File: src/rtl/cpu_clock_gen.sv
// cpu_clock_gen: 6309E E/Q quadrature generator on the 48 MHz master clock with
// selectable speed, multi-source wait stretching with timeout, and a programmable MMU strobe.
module cpu_clock_gen #(
    parameter int DIV_FAST    = 4,
    parameter int DIV_SLOW    = 8,
    parameter int NWAIT       = 2,
    parameter int MAX_STRETCH = 15,
    parameter int STRB_START  = 0,
    parameter int STRB_LEN    = 4
) (
    input  logic             MHZ48,
    input  logic             nRESET,
    input  logic [NWAIT-1:0] nWAIT,
    input  logic             SLOW,
    input  logic             CLR_TMO,
    output logic             MHZ24,
    output logic             MHZ12,
    output logic             nE,
    output logic             nQ,
    output logic             nSTROBE,
    output logic             CYCLE,
    output logic             STRETCH,
    output logic             WAIT_TMO
);
    localparam int DMAX = DIV_SLOW > DIV_FAST ? DIV_SLOW : DIV_FAST;
    localparam int SW = $clog2(DMAX + 1);
    localparam int CW = MAX_STRETCH > 0 ? $clog2(MAX_STRETCH + 1) : 1;
    logic [1:0]    fcnt, phase, phase_n;
    logic [SW-1:0] sub, sub_n, div;
    logic [CW-1:0] scnt, scnt_n;
    logic [15:0]   t;
    logic          slow_q, sync1, sync2, end_q, q3_end, hold, tmo_set, cyc_n, stretch_n, e_n, q_n, strb_n;

    assign MHZ24 = fcnt[0];
    assign MHZ12 = fcnt[1];
    assign div = slow_q ? SW'(DIV_SLOW) : SW'(DIV_FAST);

    always_ff @(posedge MHZ48 or negedge nRESET)
        if (!nRESET) begin
            fcnt <= '0;
            phase <= '0;
            sub <= '0;
            scnt <= '0;
            slow_q <= 1'b0;
            sync1 <= 1'b1;
            sync2 <= 1'b1;
            nE <= 1'b1;
            nQ <= 1'b1;
            nSTROBE <= 1'b1;
            CYCLE <= 1'b0;
            STRETCH <= 1'b0;
            WAIT_TMO <= 1'b0;
        end else begin
            fcnt <= fcnt + 2'd1;
            phase <= phase_n;
            sub <= sub_n;
            scnt <= scnt_n;
            if (cyc_n) slow_q <= SLOW;
            sync1 <= &nWAIT;
            sync2 <= sync1;
            nE <= ~e_n;
            nQ <= ~q_n;
            nSTROBE <= ~strb_n;
            CYCLE <= cyc_n;
            STRETCH <= stretch_n;
            WAIT_TMO <= tmo_set | (WAIT_TMO & ~CLR_TMO);
        end

    // wait is only sampled at the final edge of Q3; Q3+1 wraps back to Q0
    always_comb begin
        end_q = sub == div - SW'(1);
        q3_end = end_q && phase == 2'd3 && !sync2;
        hold = q3_end && scnt < CW'(MAX_STRETCH);
        tmo_set = q3_end && scnt == CW'(MAX_STRETCH);
        cyc_n = end_q && phase == 2'd3 && !hold;
        sub_n = end_q ? '0 : sub + SW'(1);
        phase_n = end_q && !hold ? phase + 2'd1 : phase;
        scnt_n = cyc_n ? '0 : scnt + CW'(hold);
        stretch_n = end_q ? hold : STRETCH;
    end

    // strobe window test uses wraparound so offsets below STRB_START fall outside
    always_comb begin
        e_n = phase_n[1];
        q_n = phase_n[1] ^ phase_n[0];
        t = 16'(phase) * 16'(div) + 16'(sub);
        strb_n = !phase[1] && (t - 16'(STRB_START)) < 16'(STRB_LEN);
    end
endmodule

File: config.mk
export PLATFORM = sky130hd
export DESIGN_NAME = cpu_clock_gen
export DESIGN_NICKNAME = d
export VERILOG_FILES = /design/src/rtl/cpu_clock_gen.sv
export SDC_FILE = /design/constraint.sdc
export NUM_CORES = 1
export LEC_CHECK = 0
export CORE_MARGIN = 2
export CORE_UTILIZATION = 49
export CTS_BUF_LIST = sky130_fd_sc_hd__clkbuf_4
export CTS_CLUSTER_DIAMETER = 50
export DETAILED_ROUTE_END_ITERATION = 16
export PLACE_DENSITY = 0.85
export SLEW_MARGIN = 20
export SYNTH_ARGS = -nofsm -noshare
export SYNTH_HDL_FRONTEND = slang
export SYNTH_SLANG_ARGS = --single-unit
File: constraint.sdc
create_clock -name MHZ48 -period 1.7 [get_ports MHZ48]
set_clock_uncertainty 0.05 [all_clocks]
set_input_delay 0.34 -clock MHZ48 [delete_from_list [all_inputs] [get_ports MHZ48]]
set_output_delay 0.34 -clock MHZ48 [all_outputs]
set_load 0.02 [all_outputs]
==> results.toml <==
[run_status]
status = "complete, but fails checks"
violations = "setup timing"

[sta]
layout_setup_ws_ns = -0.190
period_share_pct = 111
setup_viol = 9
clock.fmax_ghz = 0.529
relSlewSlack_pct = 77.7
grt_setup_unrepaired = "yes"
period_minus_slack_ns = 1.89
hold_viol_final = 0
worst_pin_slew_ns = 0.335
finalMaxSlewViolations = 0
setup_tns_ns = -0.840

[global_route]
grt_overflow = 0
track_usage_pct = 18.2
grt_max_degree = 22
grt_first_pass_wirelength_microns = 2730
antenna_found_initial = 0
grt_pass1_vias = 707

[yosys]
synth_area_per_cell_sq_um = 12.4
seq_area_frac_synth_pct = 56.6
yosys_warnings = 0
syn_nets = 90
synth_cell_types = 25
netlist_instances = 76
netlist_area_sq_um = 940
synth_seq_cells = 21

[setup_path]
r2r_end = "nSTROBE$_DFF_PN1_"
cp.required_ns = 1.90
r2r_slack_ns = -0.19
path_class = "reg2reg"
arrival_ns = 2.09
critPathMaxFanout = 4
rr_startpoint = "slow_q$_DFFE_PN0P_"
ff2ff_path_depth = 8
start_kind = "flip-flop"
endpoint_kind = "flip-flop"

[final_layout]
utilization_pct = 76.9
drive_gt1_share_pct = 40.0
fillCellCount = 126
nNetsFinal = 130
antenna_cells = 0
syn2layout_area_growth_pct = 44.3

[clock_tree]
cts_root_buf = "clkbuf_4"
clk_path_buf_depth = 2
cts.reportedPaths.clkPinSlew_ns = 0.11
cts_made_buffers = 3
cts_tree = "built"
cts_sinks = 21
cts_hold_buf = 0
clock_latency_ns = 0.30
htreeDepth = 1

[power_and_ir_drop]
fin_total_pwr_uw = 1840
p_leak_uw = 0.000665
clkPwrFrac_pct = 13.8
p_sw_uw = 632
power_density_nw_per_um2 = 1350
ir_drop_mv = 0.905
intPower_uw = 1210
switching_share_pct = 34.4
p_comb_share_pct = 46.6
p_seq_share_pct = 39.6

[run]
max_cap_viol_count = 0

[placed_design]
numPortBuffers = 13
place_congestion = 0.808
dp_hpwl_microns = 1290

[route]
drcViolationCount = 0
ant_nets = 0
first_pass_iters = 5
drtIter0Drc = 8
wl_microns = 1890
wire_per_inst_microns = 13.5
via_count = 704
routed_via_density = 5.03

[die]
initial_utilization_pct = 53.3
rows = 15
dieWidth_microns = 47.8
ios = 14
core-area_sq_um = 1760
die_area_sq_um = 2280
die_h_microns = 47.8

[min_path]
hold_class = "in2async"
-- timing repair --
| action | CTS | global route |
|---|---|---|
| buffers inserted | 3 | 5 |
| endpoints found under the setup margin | 9 | 12 |
| hold endpoints to repair | 0 | 0 |
| pin swaps | 1 | 4 |
| gates resized for setup | 8 | 10 |
-- layout make-up --
| cell class | instances | area (sq um) | area share (%) |
|---|---|---|---|
| Clock buffer | 4 | 30.0 | 2.21 |
| Inverter | 8 | 30.0 | 2.21 |
| Multi-Input combinational cell | 47 | 435 | 32.1 |
| Sequential cell | 21 | 532 | 39.2 |
| Tap cell | 25 | 31.3 | 2.31 |
| Timing Repair Buffer | 35 | 298 | 22.0 |
-- logic make-up after synthesis --
family / count (synthesis) / synth area share [%]
AOI/OAI and AO/OA: 6 / 6.39
and+or+nand+nor: 23 / 12.7
muxes: 2 / 2.26
DFF: 21 / 56.6
xor gates and xnor gates: 8 / 7.46
buffers and inverters: 8 / 3.20
adders and majority gates: 8 / 11.5
-- cell usage after synthesis --
library cell	instances	area (sq um)
nor4b_1	1	8.76
o21ai_0	1	5.00
xnor2_1	3	26.3
nand2_1	4	15.0
nor2_1	7	26.3
fa_1	1	20.0
o22ai_1	1	6.26
o32ai_1	1	8.76
nor3_2	1	10.0
a21o_1	1	7.51
and2_1	3	18.8
a2111oi_4	1	27.5
dfrtp_1	16	400
nand2b_1	1	6.26
a21oi_1	1	5.00
dfstp_2	5	131
xor2_1	5	43.8
inv_1	7	26.3
nand3_1	3	15.0
mux2_1	1	11.3
nand4_1	1	6.26
ha_1	7	87.6
mux2i_1	1	10.0
inv_2	1	3.75
nor2b_1	2	12.5
-- power groups by stage --
stage / clock [uW] / sequential (uW) / combinational (uW)
2_1_floorplan: 0 / 801 / 345
3_3_place_gp: 0 / 736 / 683
3_5_place_dp: 0 / 741 / 717
4_1_cts: 261 / 726 / 771
5_1_grt: 280 / 745 / 922
6_report: 253 / 728 / 856
-- metal layers --
layer  vias up  GRT usage, %  routed length (microns)
li1        327             -                        -
met1       344          18.2                      761
met2        24          32.8                      986
met3         9          3.77                       81
met4         0          13.5                       57
met5         -             0                        0
-- worst max-delay path, cell delays in order (launching register included) --
cell and delay, ns:
dfrtp_1 0.43, nand2_1 0.07, o21ai_1 0.07, ha_1 0.29, ha_1 0.14, inv_1 0.05
fa_1 0.48, nor4b_4 0.17, nand2_1 0.08
-- worst max-delay path by stage --
stage | startpoint | to | slack (ns) | cells after the start
after floorplan | slow_q$_DFFE_PN0P_ | nSTROBE$_DFF_PN1_ | -0.09 | 8
after global placement | slow_q$_DFFE_PN0P_ | nSTROBE$_DFF_PN1_ | -0.12 | 8
after CTS | slow_q$_DFFE_PN0P_ | nSTROBE$_DFF_PN1_ | -0.19 | 8
after detailed placement | slow_q$_DFFE_PN0P_ | nSTROBE$_DFF_PN1_ | -0.22 | 8
after global routing | slow_q$_DFFE_PN0P_ | nSTROBE$_DFF_PN1_ | -0.30 | 8
final | slow_q$_DFFE_PN0P_ | nSTROBE$_DFF_PN1_ | -0.19 | 8
-- metrics by stage --
step	hold WS, ns	instance area [sq um]	std cells	worst slack (ns)
after floorplan	-0.00559	952	76	-0.0862
after global placement	0.296	1220	128	-0.123
after detailed placement	0.303	1220	128	-0.217
after CTS	0.320	1280	135	-0.186
after global routing	0.325	1360	140	-0.300
final	0.317	1360	140	-0.190
-- registers in the layout, indices dropped and copies added (netlist names) --
| name | flops |
|---|---|
| sub | 4 |
| nSTROBE | 1 |
| scnt | 4 |
| STRETCH | 1 |
| slow_q | 1 |
| WAIT_TMO | 1 |
| sync1 | 1 |
| nQ | 1 |
| CYCLE | 1 |
| fcnt | 2 |
| nE | 1 |
| sync2 | 1 |
| phase | 2 |
-- cells in the final DEF, fill, tap and decap left out --
cell / count
a21oi_1: 1
buf_4: 21
nand4_1: 1
mux2_4: 1
nand3_2: 1
fa_1: 1
clkbuf_4: 4
o32ai_2: 1
a21o_1: 1
dfrtp_1: 16
buf_6: 1
dfstp_2: 5
nand3_1: 2
o21ai_1: 1
xor2_2: 1
nand2_1: 4
nor3_4: 1
nor2b_2: 2
mux2i_1: 1
xor2_1: 4
dlymetal6s2s_1: 2
xnor2_1: 3
inv_2: 3
nand2b_1: 1
nor2_1: 7
ha_2: 3
nor4b_4: 1
a2111oi_4: 1
clkdlybuf4s50_1: 6
and2_1: 3
ha_1: 4
inv_1: 5
o22ai_1: 1
dlygate4sd2_1: 5
Power figures use the tool's default switching activity.
